**config.mk**
```make
export PLATFORM = sky130hd
export DESIGN_NAME = ecc_lookup_arbiter
export DESIGN_NICKNAME = d
export VERILOG_FILES = /design/src/rtl/ecc_lookup_arbiter.sv
export SDC_FILE = /design/constraint.sdc
export NUM_CORES = 1
export LEC_CHECK = 0
export ABC_AREA = 1
export ABC_CLOCK_PERIOD_IN_PS = 1810
export CAP_MARGIN = 5
export CORE_ASPECT_RATIO = 1.2
export CORE_MARGIN = 3
export CORE_UTILIZATION = 45
export DETAILED_ROUTE_END_ITERATION = 7
export PLACE_DENSITY = 0.79
export SLEW_MARGIN = 5
export SYNTH_ARGS = -nofsm -noshare
export SYNTH_HDL_FRONTEND = slang
export SYNTH_SLANG_ARGS = --single-unit
export TNS_END_PERCENT = 10
```
**constraint.sdc**
```tcl
create_clock -name clk -period 1.81 [get_ports clk]
set_clock_uncertainty 0.15 [all_clocks]
set_input_delay 0.4525 -clock clk [delete_from_list [all_inputs] [get_ports clk]]
set_output_delay 0.4525 -clock clk [all_outputs]
set_load 0.02 [all_outputs]
```
**src/rtl/ecc_lookup_arbiter.sv**
```systemverilog
// Purpose: round-robin arbiter sharing the ECC x/y point-lookup tables between two channels.
// Latency: accept-to-rsp_valid is TBL_LAT+1 cycles; one lookup in flight at a time.
// Backpressure: a pending response holds until its rsp_ready; no new request is accepted meanwhile.
//
// Ports:
//   clk, reset (async, active-low)
//   req0/req1_{valid,data,ready}   lookup requests from the two framer channels
//   rsp0/rsp1_{valid,x,y,ready}    coordinate results back to each channel
//   tbl_init, tbl_addr             load strobe and shared address to both tables
//   tbl_x, tbl_y                   table read data (valid TBL_LAT cycles after address sample)
//   busy                           high whenever the controller is not idle
module ecc_lookup_arbiter #(
    parameter int ADDR_W      = 8,
    parameter int DATA_W      = 8,
    parameter int INIT_CYCLES = 2,
    parameter int TBL_LAT     = 1
) (
    input  logic              clk,
    input  logic              reset,
    input  logic              req0_valid,
    input  logic [ADDR_W-1:0] req0_data,
    output logic              req0_ready,
    output logic              rsp0_valid,
    output logic [DATA_W-1:0] rsp0_x,
    output logic [DATA_W-1:0] rsp0_y,
    input  logic              rsp0_ready,
    input  logic              req1_valid,
    input  logic [ADDR_W-1:0] req1_data,
    output logic              req1_ready,
    output logic              rsp1_valid,
    output logic [DATA_W-1:0] rsp1_x,
    output logic [DATA_W-1:0] rsp1_y,
    input  logic              rsp1_ready,
    output logic              tbl_init,
    output logic [ADDR_W-1:0] tbl_addr,
    input  logic [DATA_W-1:0] tbl_x,
    input  logic [DATA_W-1:0] tbl_y,
    output logic              busy
);

    // One counter serves both the init hold and the table-latency wait.
    localparam int CNT_MAX = (INIT_CYCLES > TBL_LAT + 1) ? INIT_CYCLES : TBL_LAT + 1;
    localparam int CNT_W   = $clog2(CNT_MAX + 1);

    typedef enum logic [1:0] {
        ST_INIT,
        ST_IDLE,
        ST_WAIT,
        ST_RESP
    } state_t;

    state_t           state;
    state_t           state_nxt;
    logic [CNT_W-1:0] cnt;
    logic             last_grant;
    logic             rsp_chan;
    logic             grant0;
    logic             grant1;
    logic             init_done;
    logic             wait_done;
    logic             rsp_hs;

    // Ties go to the channel that was not served last.
    assign grant0    = req0_valid && (!req1_valid || last_grant);
    assign grant1    = req1_valid && (!req0_valid || !last_grant);
    assign init_done = (cnt == CNT_W'(INIT_CYCLES));
    // Counter starts at 0 on the edge after acceptance, so reaching TBL_LAT
    // lands the capture on accept edge + TBL_LAT + 1.
    assign wait_done = (cnt == CNT_W'(TBL_LAT));
    assign rsp_hs    = rsp_chan ? (rsp1_valid && rsp1_ready) : (rsp0_valid && rsp0_ready);
    assign busy      = (state != ST_IDLE);

    always_ff @(posedge clk or negedge reset) begin
        if (!reset) begin
            state <= ST_INIT;
        end else begin
            state <= state_nxt;
        end
    end

    always_comb begin
        state_nxt  = state;
        req0_ready = 1'b0;
        req1_ready = 1'b0;
        unique case (state)
            ST_INIT: begin
                if (init_done) state_nxt = ST_IDLE;
            end
            ST_IDLE: begin
                req0_ready = grant0;
                req1_ready = grant1;
                if (grant0 || grant1) state_nxt = ST_WAIT;
            end
            ST_WAIT: begin
                if (wait_done) state_nxt = ST_RESP;
            end
            ST_RESP: begin
                if (rsp_hs) state_nxt = ST_IDLE;
            end
            default: state_nxt = ST_INIT;
        endcase
    end

    always_ff @(posedge clk or negedge reset) begin
        if (!reset) begin
            cnt        <= '0;
            last_grant <= 1'b1;
            rsp_chan   <= 1'b0;
            tbl_init   <= 1'b0;
            tbl_addr   <= '0;
            rsp0_valid <= 1'b0;
            rsp0_x     <= '0;
            rsp0_y     <= '0;
            rsp1_valid <= 1'b0;
            rsp1_x     <= '0;
            rsp1_y     <= '0;
        end else begin
            unique case (state)
                ST_INIT: begin
                    if (init_done) begin
                        tbl_init <= 1'b0;
                        cnt      <= '0;
                    end else begin
                        tbl_init <= 1'b1;
                        cnt      <= cnt + CNT_W'(1);
                    end
                end
                ST_IDLE: begin
                    if (grant0 || grant1) begin
                        tbl_addr   <= grant1 ? req1_data : req0_data;
                        rsp_chan   <= grant1;
                        last_grant <= grant1;
                        cnt        <= '0;
                    end
                end
                ST_WAIT: begin
                    if (wait_done) begin
                        if (rsp_chan) begin
                            rsp1_valid <= 1'b1;
                            rsp1_x     <= tbl_x;
                            rsp1_y     <= tbl_y;
                        end else begin
                            rsp0_valid <= 1'b1;
                            rsp0_x     <= tbl_x;
                            rsp0_y     <= tbl_y;
                        end
                    end else begin
                        cnt <= cnt + CNT_W'(1);
                    end
                end
                ST_RESP: begin
                    // Data is left in place after the handshake.
                    if (rsp_hs) begin
                        if (rsp_chan) rsp1_valid <= 1'b0;
                        else          rsp0_valid <= 1'b0;
                    end
                end
                default: ;
            endcase
        end
    end

endmodule
```
==> results.yml, run 1 <==
die:
  die_height_um: 87.14
  floorplan.core_area_mm2: 0.005115
  top_level_ports: 84
  die-width_um: 73.61
  row_count: 28
  fp.dieArea_mm2: 0.006414
  floorplan.initialDensity_pct: 48.26
logic_synthesis:
  ys_ff_latch: 49
  post_synth_num_cell_types: 21
  synth_area_mm2: 0.002469
  ys_seq_area_share_pct: 49.72
  gate_count_of_the_mapped_netlist: 259
  synth_fp_nets: 306
  synth_area_per_cell_um2: 9.531
  synth_warnings: 0
global_route:
  number_of_global_route_vias_before_repair: 1996
  global_route.overflow_total: 0
  initial_antenna_violation_count: 0
  gr-usage-all-layers_pct: 16.81
  grt_pass1_wl_mm: 8.673
  pin_count_of_the_biggest_net_entering_global_routing: 50
power_and_ir_drop:
  clock_power_share_pct: 10.5
  power.net_switching_mw: 2.560
  power_density_mw_per_mm2: 1675
  totalPowerFinal_mw: 5.842
  share_seq_of_total_power_pct: 34.0
  max-vdd-ir-drop_mv: 0.8107
  power.leakage_nw: 1.820
  power.share.switching_pct: 43.83
  internal_power_mw: 3.282
  comb_power_share_pct: 55.6
worst_setup_path:
  timing.setup.critical_path_class: "flop to primary output"
  critical_path.n_buffers_inverters: 3
  crit_path_end_kind: "primary output"
  worst_ep_arrival_ns: 1.25
  startpoint_type: "flop"
  worst_ep_required_time_ns: 1.21
  timing.critical_path.fanout_max: 3
  timing.critical_path.max_delay_family: "flip-flops"
  critical-path-top-cell-by-count: "sky130_fd_sc_hd__inv_2"
  critPathMaxStageDelay_ns: 0.40
  worstPathCellList: "inv_2 -> ha_4 -> inv_2 -> a211oi_2 -> buf_4"
  cp_slowest_cell: "sky130_fd_sc_hd__dfrtp_1"
sta:
  rsz0062_at_grt: "yes"
  timing.final.ws_setup_ns: -0.04473
  timing.final.crit_period_ns: 1.855
  final.period_utilization_pct: 102.5
  timing.fmax_mhz: 539.2
  hold_violations: 0
  timing_max_transition_violations_final: 0
  hold_ws_ns: 0.3323
  timing.final.setup_violations: 1
  slew-limit-headroom_pct: 82.56
  worst_pin_slew_ns: 0.2607
placement:
  port-buffer-count: 83
  detailed_place_hpwl_mm: 3.907
  place_area_mm2: 0.003426
  post-place-cells: 409
  routabilityCongestion: 0.7879
route:
  dr_wl_cell_um: 11.99
  vias_per_cell: 4.754
  drt_wl_total_mm: 5.011
  postRouteAntennaNets: 0
  drcViolationCount: 0
  num_vias: 1987
  dr.first_iter.drc_count: 79
  detail_route.first_pass.iterations: 4
clock_tree:
  clock_sinks: 49
  clkLatencyLatePin_ns: 0.29
  cts-buffers-inserted: 5
  clockBufferDepth: 2
  clk_pin_slew_ns: 0.09
  post_cts_buffers: 0
  ctsRootBufferMaster: "sky130_fd_sc_hd__clkbuf_8"
  tritoncts_clock_tree: "yes"
  h_tree_lvl_count: 2
hold_path:
  timing.hold.worst.class: "flop to flop"
cells_and_area:
  layout-drive-gt1-share_pct: 26.26
  antenna_cells: 0
  layout_overhead_on_the_synthesized_area_pct: 41.26
  layout.nets: 404
  instances_no_fill: 418
  fin_area_mm2: 0.003487
outcome:
  failed_checks: "setup timing"
  run_status: "finished with violations"
job:
  cap_violations: 0
-- stage by stage --
step	setup slack (ns)	TNS (ns)	utilization, %
2_1_floorplan	0.008236	0	-
3_3_place_gp	-0.5773	-1.583	66.98
3_5_place_dp	-0.5999	-1.962	66.98
4_1_cts	-0.06769	-0.06769	68.05
5_1_grt	-0.1233	-0.2226	68.18
6_report	-0.04473	-0.04473	68.18
-- kinds of logic after synthesis --
family / Yosys count / share of synthesized area (%)
AND/OR/NAND/NOR: 103 / 19.56
buffers and inverters: 50 / 10.64
adder cells (fa/ha/maj): 9 / 4.562
AO/OA/AOI/OAI: 48 / 15.51
flip-flops: 49 / 49.72
-- worst min-delay path, cell delays in order, from the launching register on --
cell and delay (ns):
sky130_fd_sc_hd__dfrtp_1 0.35, sky130_fd_sc_hd__nand2_1 0.06, sky130_fd_sc_hd__o21ai_2 0.05
-- power by group through the flow --
stage | logic (mW) | clock network (mW) | registers (mW)
after floorplan | 1.46 | 0 | 2.61
after global placement | 3.50 | 0 | 2.01
after detailed placement | 3.59 | 0 | 2.02
after CTS | 3.29 | 0.642 | 1.99
after global routing | 3.60 | 0.683 | 2.06
final | 3.25 | 0.612 | 1.98
-- final timing paths --
check	startpoint	cells after the start	slack, ns	endpoint
hold reg to reg	rsp1_y[1]	2	0.33	rsp1_y[1]
setup / recovery	state[1]	5	-0.04	req0_ready
min in group asynchronous	reset	3	0.52	rsp0_y[3]
setup reg to reg	state[0]	9	0.10	rsp1_x[7]
max in group asynchronous	reset	3	0.71	last_grant
hold / removal	rsp1_y[1]	2	0.33	rsp1_y[1]
-- placed cells by master, fill, tap and decap left out, types with 3 or more instances in the layout --
cell type	instances
sky130_fd_sc_hd__dlygate4sd2_1	45
sky130_fd_sc_hd__nor2_1	4
sky130_fd_sc_hd__o21ai_0	5
sky130_fd_sc_hd__inv_1	36
sky130_fd_sc_hd__nand2_4	4
sky130_fd_sc_hd__nand2_2	20
sky130_fd_sc_hd__clkbuf_8	5
sky130_fd_sc_hd__inv_2	5
sky130_fd_sc_hd__buf_6	3
sky130_fd_sc_hd__clkdlybuf4s50_1	34
sky130_fd_sc_hd__nand2_1	64
sky130_fd_sc_hd__buf_4	11
sky130_fd_sc_hd__o211ai_1	8
sky130_fd_sc_hd__buf_12	3
sky130_fd_sc_hd__ha_1	7
sky130_fd_sc_hd__o21ai_2	32
sky130_fd_sc_hd__dfrtp_1	48
sky130_fd_sc_hd__nand3_1	8
-- flip-flops by register name, summed over array words and instances (netlist names) --
name / count
rsp1_valid: 1
last_grant: 1
rsp0_valid: 1
rsp0_x: 8
rsp1_x: 8
cnt: 2
rsp_chan: 1
rsp1_y: 8
tbl_addr: 8
tbl_init: 1
state: 2
rsp0_y: 8
-- metal layers --
metal | wire length, um | up-vias | GRT usage (%) | part of all wire [%]
li1 | - | 1006 | - | -
met1 | 2109 | 921 | 20.49 | 42
met2 | 2582 | 58 | 30.48 | 52
met3 | 297 | 2 | 3.464 | 5.9
met4 | 21 | 0 | 2.965 | 0.42
met5 | 0 | - | 0 | 0
-- repair_timing --
item,CTS,global route
hold endpoints to repair,48,0
setup endpoints to repair,46,10
resized for setup,67,3
hold buffers,1,0
cloned,0,0
pin swaps,0,0
-- final cells by class --
type / count / area, um2
Multi-Input combinational cell: 160 / 1003
Fill cell: 435 / 1628
Clock buffer: 7 / 76.32
Inverter: 43 / 171.4
Clock inverter: 1 / 7.507
Timing Repair Buffer: 98 / 925.9
Tap cell: 60 / 75.07
Sequential cell: 49 / 1227
-- synth_stat cells --
cell / number / area, um2
sky130_fd_sc_hd__inv_2: 2 / 7.510
sky130_fd_sc_hd__dfstp_2: 1 / 26.28
sky130_fd_sc_hd__nand2_1: 64 / 240.2
sky130_fd_sc_hd__o21ai_1: 1 / 5.000
sky130_fd_sc_hd__ha_1: 9 / 112.6
sky130_fd_sc_hd__o211ai_1: 8 / 60.06
sky130_fd_sc_hd__a21oi_1: 1 / 5.000
sky130_fd_sc_hd__dfrtp_1: 48 / 1201
sky130_fd_sc_hd__nand3_1: 9 / 45.04
sky130_fd_sc_hd__o21ai_0: 5 / 25.02
sky130_fd_sc_hd__nor2_2: 2 / 12.51
sky130_fd_sc_hd__buf_8: 1 / 15.01
sky130_fd_sc_hd__buf_6: 5 / 56.30
sky130_fd_sc_hd__nand2_2: 20 / 125.1
sky130_fd_sc_hd__nor2_1: 4 / 15.01
sky130_fd_sc_hd__nand2_4: 4 / 45.04
sky130_fd_sc_hd__a211oi_1: 1 / 7.510
sky130_fd_sc_hd__buf_12: 1 / 20.02
sky130_fd_sc_hd__o21ai_2: 32 / 280.3
sky130_fd_sc_hd__inv_1: 39 / 146.4
sky130_fd_sc_hd__clkinv_4: 2 / 17.52
(Power assumes the default switching activity.)
==> run 2: changes to the inputs <==
--- a/config.mk
+++ b/config.mk
@@ -6,13 +6,13 @@
 export NUM_CORES = 1
 export LEC_CHECK = 0
 export ABC_AREA = 1
-export ABC_CLOCK_PERIOD_IN_PS = 1810
+export ABC_CLOCK_PERIOD_IN_PS = 2250
 export CAP_MARGIN = 5
 export CORE_ASPECT_RATIO = 1.2
 export CORE_MARGIN = 3
-export CORE_UTILIZATION = 45
+export CORE_UTILIZATION = 49
 export DETAILED_ROUTE_END_ITERATION = 7
-export PLACE_DENSITY = 0.79
+export PLACE_DENSITY = 0.85
 export SLEW_MARGIN = 5
 export SYNTH_ARGS = -nofsm -noshare
 export SYNTH_HDL_FRONTEND = slang
==> constraint.sdc (replaced) <==
create_clock -name clk -period 2.25 [get_ports clk]
set_clock_uncertainty 0.15 [all_clocks]
set_input_delay 0.5625 -clock clk [delete_from_list [all_inputs] [get_ports clk]]
set_output_delay 0.5625 -clock clk [all_outputs]
set_load 0.02 [all_outputs]
==> run 2 against run 1 <==
  * The flow now finishes without violations
  * Global-route usage increased by 2.4 points
  * Combinational power decreased by 13%
  * Cell area decreased by 0.93%
  * Worst setup slack improved by 0.081 ns
  * Sequential share of layout area increased by 0.33 points
  * Cell count decreased by 1.9%
  * Non-clock buffer count decreased by 6
  * Largest cell class unchanged
  * Via count increased by 0.10%
  * Highest routed layer unchanged
  * Worst hold slack got worse by 0.25 ns
  * Utilization increased by 4.9 points
  * Sequential power decreased by 19%
  * Die area decreased by 7.6%
==> results.yml, run 2 (same netlist as run 1, synthesis figures left out) <==
outcome:
  run_status: "complete, no violations"
power_and_ir_drop:
  power.leakage_nw: 1.721
  max-vdd-ir-drop_mv: 0.8118
  power_density_mw_per_mm2: 1440
  totalPowerFinal_mw: 4.975
placement:
  routabilityCongestion: 0.7568
  detailed_place_hpwl_mm: 4.051
  port-buffer-count: 83
  place_area_mm2: 0.003356
worst_setup_path:
  crit_path_end_kind: "primary output"
  reg2reg_setup_slack_ns: 0.41
  worst_ep_arrival_ns: 1.50
  worst_ep_required_time_ns: 1.54
  r2r_start: "state[0]"
  timing.setup.critical_path_class: "input pin to primary output"
  timing.rr.end: "rsp0_y[7]"
  timing.critical_path.fanout_max: 2
  worst_r2r_path_depth: 8
  startpoint_type: "input pin"
die:
  fp.dieArea_mm2: 0.005929
  die-width_um: 70.80
  floorplan.initialDensity_pct: 52.20
  row_count: 27
  floorplan.core_area_mm2: 0.004730
  top_level_ports: 84
  die_height_um: 83.76
clock_tree:
  ctsRootBufferMaster: "sky130_fd_sc_hd__clkbuf_8"
  cts_hold_repair.buffers: 0
  clk_pin_slew_ns: 0.09
  clockBufferDepth: 2
  clock_sinks: 49
  post_cts_buffers: 0
  tritoncts_clock_tree: "yes"
  cts-buffers-inserted: 5
  post_cts_resize_count: 12
  clkLatencyLatePin_ns: 0.29
  h_tree_lvl_count: 2
cells_and_area:
  layout_overhead_on_the_synthesized_area_pct: 39.94
  fin_area_mm2: 0.003455
  commonest_cells_after_routing_fill_and_taps_aside: "sky130_fd_sc_hd__clkdlybuf4s50_1, sky130_fd_sc_hd__nand2_1, sky130_fd_sc_hd__dfrtp_1"
  antenna_cells: 0
  layout.cells.most_common: "sky130_fd_sc_hd__clkdlybuf4s50_1"
  filler_cell_count: 363
  layout.nets: 398
  layout-drive-gt1-share_pct: 24.43
sta:
  slew-limit-headroom_pct: 65.80
  rsz0062_at_grt: "no"
  timing.final.setup_violations: 0
  worst_pin_slew_ns: 0.5125
  timing.final.crit_period_ns: 2.214
  hold_ws_ns: 0.07772
  timing.fmax_mhz: 451.7
  final.period_utilization_pct: 98.39
  timing_max_transition_violations_final: 0
  hold_violations: 0
hold_path:
  timing.hold.worst.class: "input pin to async pin"
global_route:
  pin_count_of_the_biggest_net_entering_global_routing: 33
  grt_pass1_wl_mm: 9.273
  number_of_global_route_vias_before_repair: 2060
  gr-usage-all-layers_pct: 19.20
  global_route.overflow_total: 0
  initial_antenna_violation_count: 0
route:
  postRouteAntennaNets: 0
  dr_wl_cell_um: 12.62
  vias_per_cell: 4.851
  drcViolationCount: 0
  dr.first_iter.drc_count: 100
  num_vias: 1989
  detail_route.first_pass.iterations: 4
  drt_wl_total_mm: 5.174
job:
  cap_violations: 0
## run 2: area by class of cell
class | instances | area [um2] | area share [%]
Timing Repair Buffer | 92 | 895.9 | 25.93
Sequential cell | 49 | 1227 | 35.53
Clock buffer | 6 | 82.58 | 2.390
Tap cell | 58 | 72.57 | 2.101
Inverter | 43 | 171.4 | 4.962
Multi-Input combinational cell | 160 | 991.0 | 28.69
Clock inverter | 2 | 13.76 | 0.3984
## run 2: metrics by stage
| stage | setup WS (ns) | utilization, % | setup TNS (ns) | cells |
|---|---|---|---|---|
| 2_1_floorplan | 0.1425 | - | 0 | 259 |
| 3_3_place_gp | -0.3915 | 70.95 | -0.7003 | 402 |
| 3_5_place_dp | -0.4412 | 70.95 | -0.8615 | 402 |
| 4_1_cts | -0.01090 | 72.83 | -0.01090 | 410 |
| 5_1_grt | 0.003568 | 73.04 | 0 | 410 |
| 6_report | 0.03622 | 73.04 | 0 | 410 |
## run 2: worst max path at each step
stage / end / from / cells past startpoint / slack (ns)
floorplan: req0_ready / state[1] / 4 / 0.14
global placement: req0_ready / req0_valid / 4 / -0.39
detailed placement: req0_ready / req0_valid / 4 / -0.44
CTS: req0_ready / req0_valid / 4 / -0.01
global route: req0_ready / req0_valid / 4 / 0.004
finish: req0_ready / req0_valid / 4 / 0.04
## run 2: critical path, stage by stage
cell,delay [ns]
sky130_fd_sc_hd__clkdlybuf4s50_1,0.48
sky130_fd_sc_hd__inv_1,0.07
sky130_fd_sc_hd__a211oi_2,0.21
sky130_fd_sc_hd__buf_4,0.17
## run 2: layer usage
layer,up-vias,GRT usage (%),share of wire [%]
met4,0,5.128,0.72
met5,-,0,0
met2,64,33.33,51
li1,993,-,-
met1,930,23.40,42
met3,2,4.940,6.0
## run 2: power breakdown
part           switching [mW]  internal (mW)  leakage, nW
registers               0.277           1.34        0.582
clock network           0.290          0.250       0.0512
logic                    1.52           1.30         1.09
total                    2.09           2.89         1.72
==> run 3: changes to the inputs <==
--- a/config.mk
+++ b/config.mk
@@ -13,6 +13,8 @@
 export CORE_UTILIZATION = 49
 export DETAILED_ROUTE_END_ITERATION = 7
 export PLACE_DENSITY = 0.85
+export REMOVE_ABC_BUFFERS = 1
+export SKIP_LAST_GASP = 1
 export SLEW_MARGIN = 5
 export SYNTH_ARGS = -nofsm -noshare
 export SYNTH_HDL_FRONTEND = slang
==> run 3 against run 2 <==
  * Cell area up 0.15%
  * Non-clock buffer count rose by 1
  * Die area is the same
  * Combinational power hardly changed
  * Register-to-register slack improved by 0.03 ns
==> results.yml, run 3 (same netlist as run 1, synthesis figures left out) <==
outcome:
  run_status: "complete, no violations"
placement:
  routabilityCongestion: 0.7237
  port-buffer-count: 83
  post-place-cells: 403
  place_area_mm2: 0.003351
  detailed_place_hpwl_mm: 3.942
route:
  dr.first_iter.drc_count: 80
  drt_wl_total_mm: 5.111
  drcViolationCount: 0
  vias_per_cell: 4.791
  dr_wl_cell_um: 12.44
  num_vias: 1969
  postRouteAntennaNets: 0
  detail_route.first_pass.iterations: 4
die:
  die_height_um: 83.76
  floorplan.core_area_mm2: 0.004730
  top_level_ports: 84
  die-width_um: 70.80
  row_count: 27
  fp.dieArea_mm2: 0.005929
  floorplan.initialDensity_pct: 52.20
clock_tree:
  tritoncts_clock_tree: "yes"
  clkLatencyLatePin_ns: 0.29
  cts_hold_repair.buffers: 0
  clock_sinks: 49
  h_tree_lvl_count: 2
  clk_pin_slew_ns: 0.09
  clockBufferDepth: 2
  cts-buffers-inserted: 5
  ctsRootBufferMaster: "sky130_fd_sc_hd__clkbuf_8"
global_route:
  grt_pass1_wl_mm: 8.935
  gr-usage-all-layers_pct: 18.40
  number_of_global_route_vias_before_repair: 1920
  global_route.overflow_total: 0
  initial_antenna_violation_count: 0
  pin_count_of_the_biggest_net_entering_global_routing: 33
job:
  cap_violations: 0
cells_and_area:
  instances_no_fill: 411
  filler_cell_count: 380
  layout_overhead_on_the_synthesized_area_pct: 40.14
  final_core_utilization_pct: 73.15
  layout.nets: 399
  antenna_cells: 0
  fin_area_mm2: 0.003460
  layout-drive-gt1-share_pct: 23.80
  commonest_cells_after_routing_fill_and_taps_aside: "sky130_fd_sc_hd__clkdlybuf4s50_1, sky130_fd_sc_hd__nand2_1, sky130_fd_sc_hd__dfrtp_1"
  layout.cells.most_common: "sky130_fd_sc_hd__clkdlybuf4s50_1"
hold_path:
  timing.hold.worst.class: "input pin to async pin"
power_and_ir_drop:
  power.leakage_nw: 1.725
  power_density_mw_per_mm2: 1463
  max-vdd-ir-drop_mv: 1.095
  totalPowerFinal_mw: 5.062
sta:
  timing_max_transition_violations_final: 0
  hold_violations: 0
  final.period_utilization_pct: 98.36
  slew-limit-headroom_pct: 65.99
  timing.fmax_mhz: 451.9
  rsz0062_at_grt: "yes"
  worst_pin_slew_ns: 0.5102
  timing.final.setup_violations: 0
  timing.final.crit_period_ns: 2.213
worst_setup_path:
  timing.setup.critical_path_class: "input pin to primary output"
  startpoint_type: "input pin"
  crit_path_end_kind: "primary output"
  worst_ep_arrival_ns: 1.50
  worst_ep_required_time_ns: 1.54
  timing.critical_path.fanout_max: 2
==> run 3: worst paths after layout <==
path,depth (start not counted),slack [ns],from,endpoint
min,1,0.08,reset,state[0]
max reg2reg,8,0.44,state[0],rsp0_x[7]
max,4,0.04,req0_valid,req0_ready
min reg2reg,2,0.33,tbl_addr[6],tbl_addr[6]
min in group clk,2,0.33,tbl_addr[6],tbl_addr[6]
max in group asynchronous,2,1.24,reset,rsp0_x[2]
==> run 3: cell type report <==
cell class / count / area (um2) / area share, %
Sequential cell: 49 / 1227 / 35.48
Multi-Input combinational cell: 160 / 978.4 / 28.28
Timing Repair Buffer: 93 / 889.6 / 25.71
Inverter: 43 / 171.4 / 4.955
Clock buffer: 6 / 82.58 / 2.387
Tap cell: 58 / 72.57 / 2.098
Clock inverter: 2 / 37.54 / 1.085
==> run 3: worst max-delay path, cell delays in order <==
cell and delay (ns):
sky130_fd_sc_hd__clkdlybuf4s50_1 0.47, sky130_fd_sc_hd__inv_1 0.06, sky130_fd_sc_hd__a211oi_1 0.20, sky130_fd_sc_hd__clkbuf_2 0.20
==> run 3: metrics by stage <==
step / setup TNS, ns / setup slack, ns / hold WS, ns
final: 0 / 0.03693 / 0.08317
after detailed placement: -0.7020 / -0.3936 / 0.3162
after global placement: -0.6757 / -0.3875 / 0.3132
after floorplan: 0 / 0.1425 / 0.1169
after global routing: -0.02669 / -0.01621 / 0.1199
after CTS: -0.1470 / -0.1046 / 0.09462
==> run 3: repair_timing <==
action                     in CTS  in global routing
buffers inserted                0                  0
gates resized for setup         3                  5
setup endpoints to repair       3                  3
==> run 3: routing by layer <==
| metal | global-route usage, % | part of all wire (%) |
|---|---|---|
| met5 | 0 | 0 |
| met2 | 31.98 | 53 |
| met1 | 23.79 | 41 |
| met4 | 4.103 | 0.74 |
| met3 | 3.133 | 4.4 |
==> run 3: power breakdown <==
part           internal [mW]  switching (mW)
Clock                  0.361           0.278
Sequential              1.34           0.273
Combinational           1.30            1.52
Total                   2.99            2.07
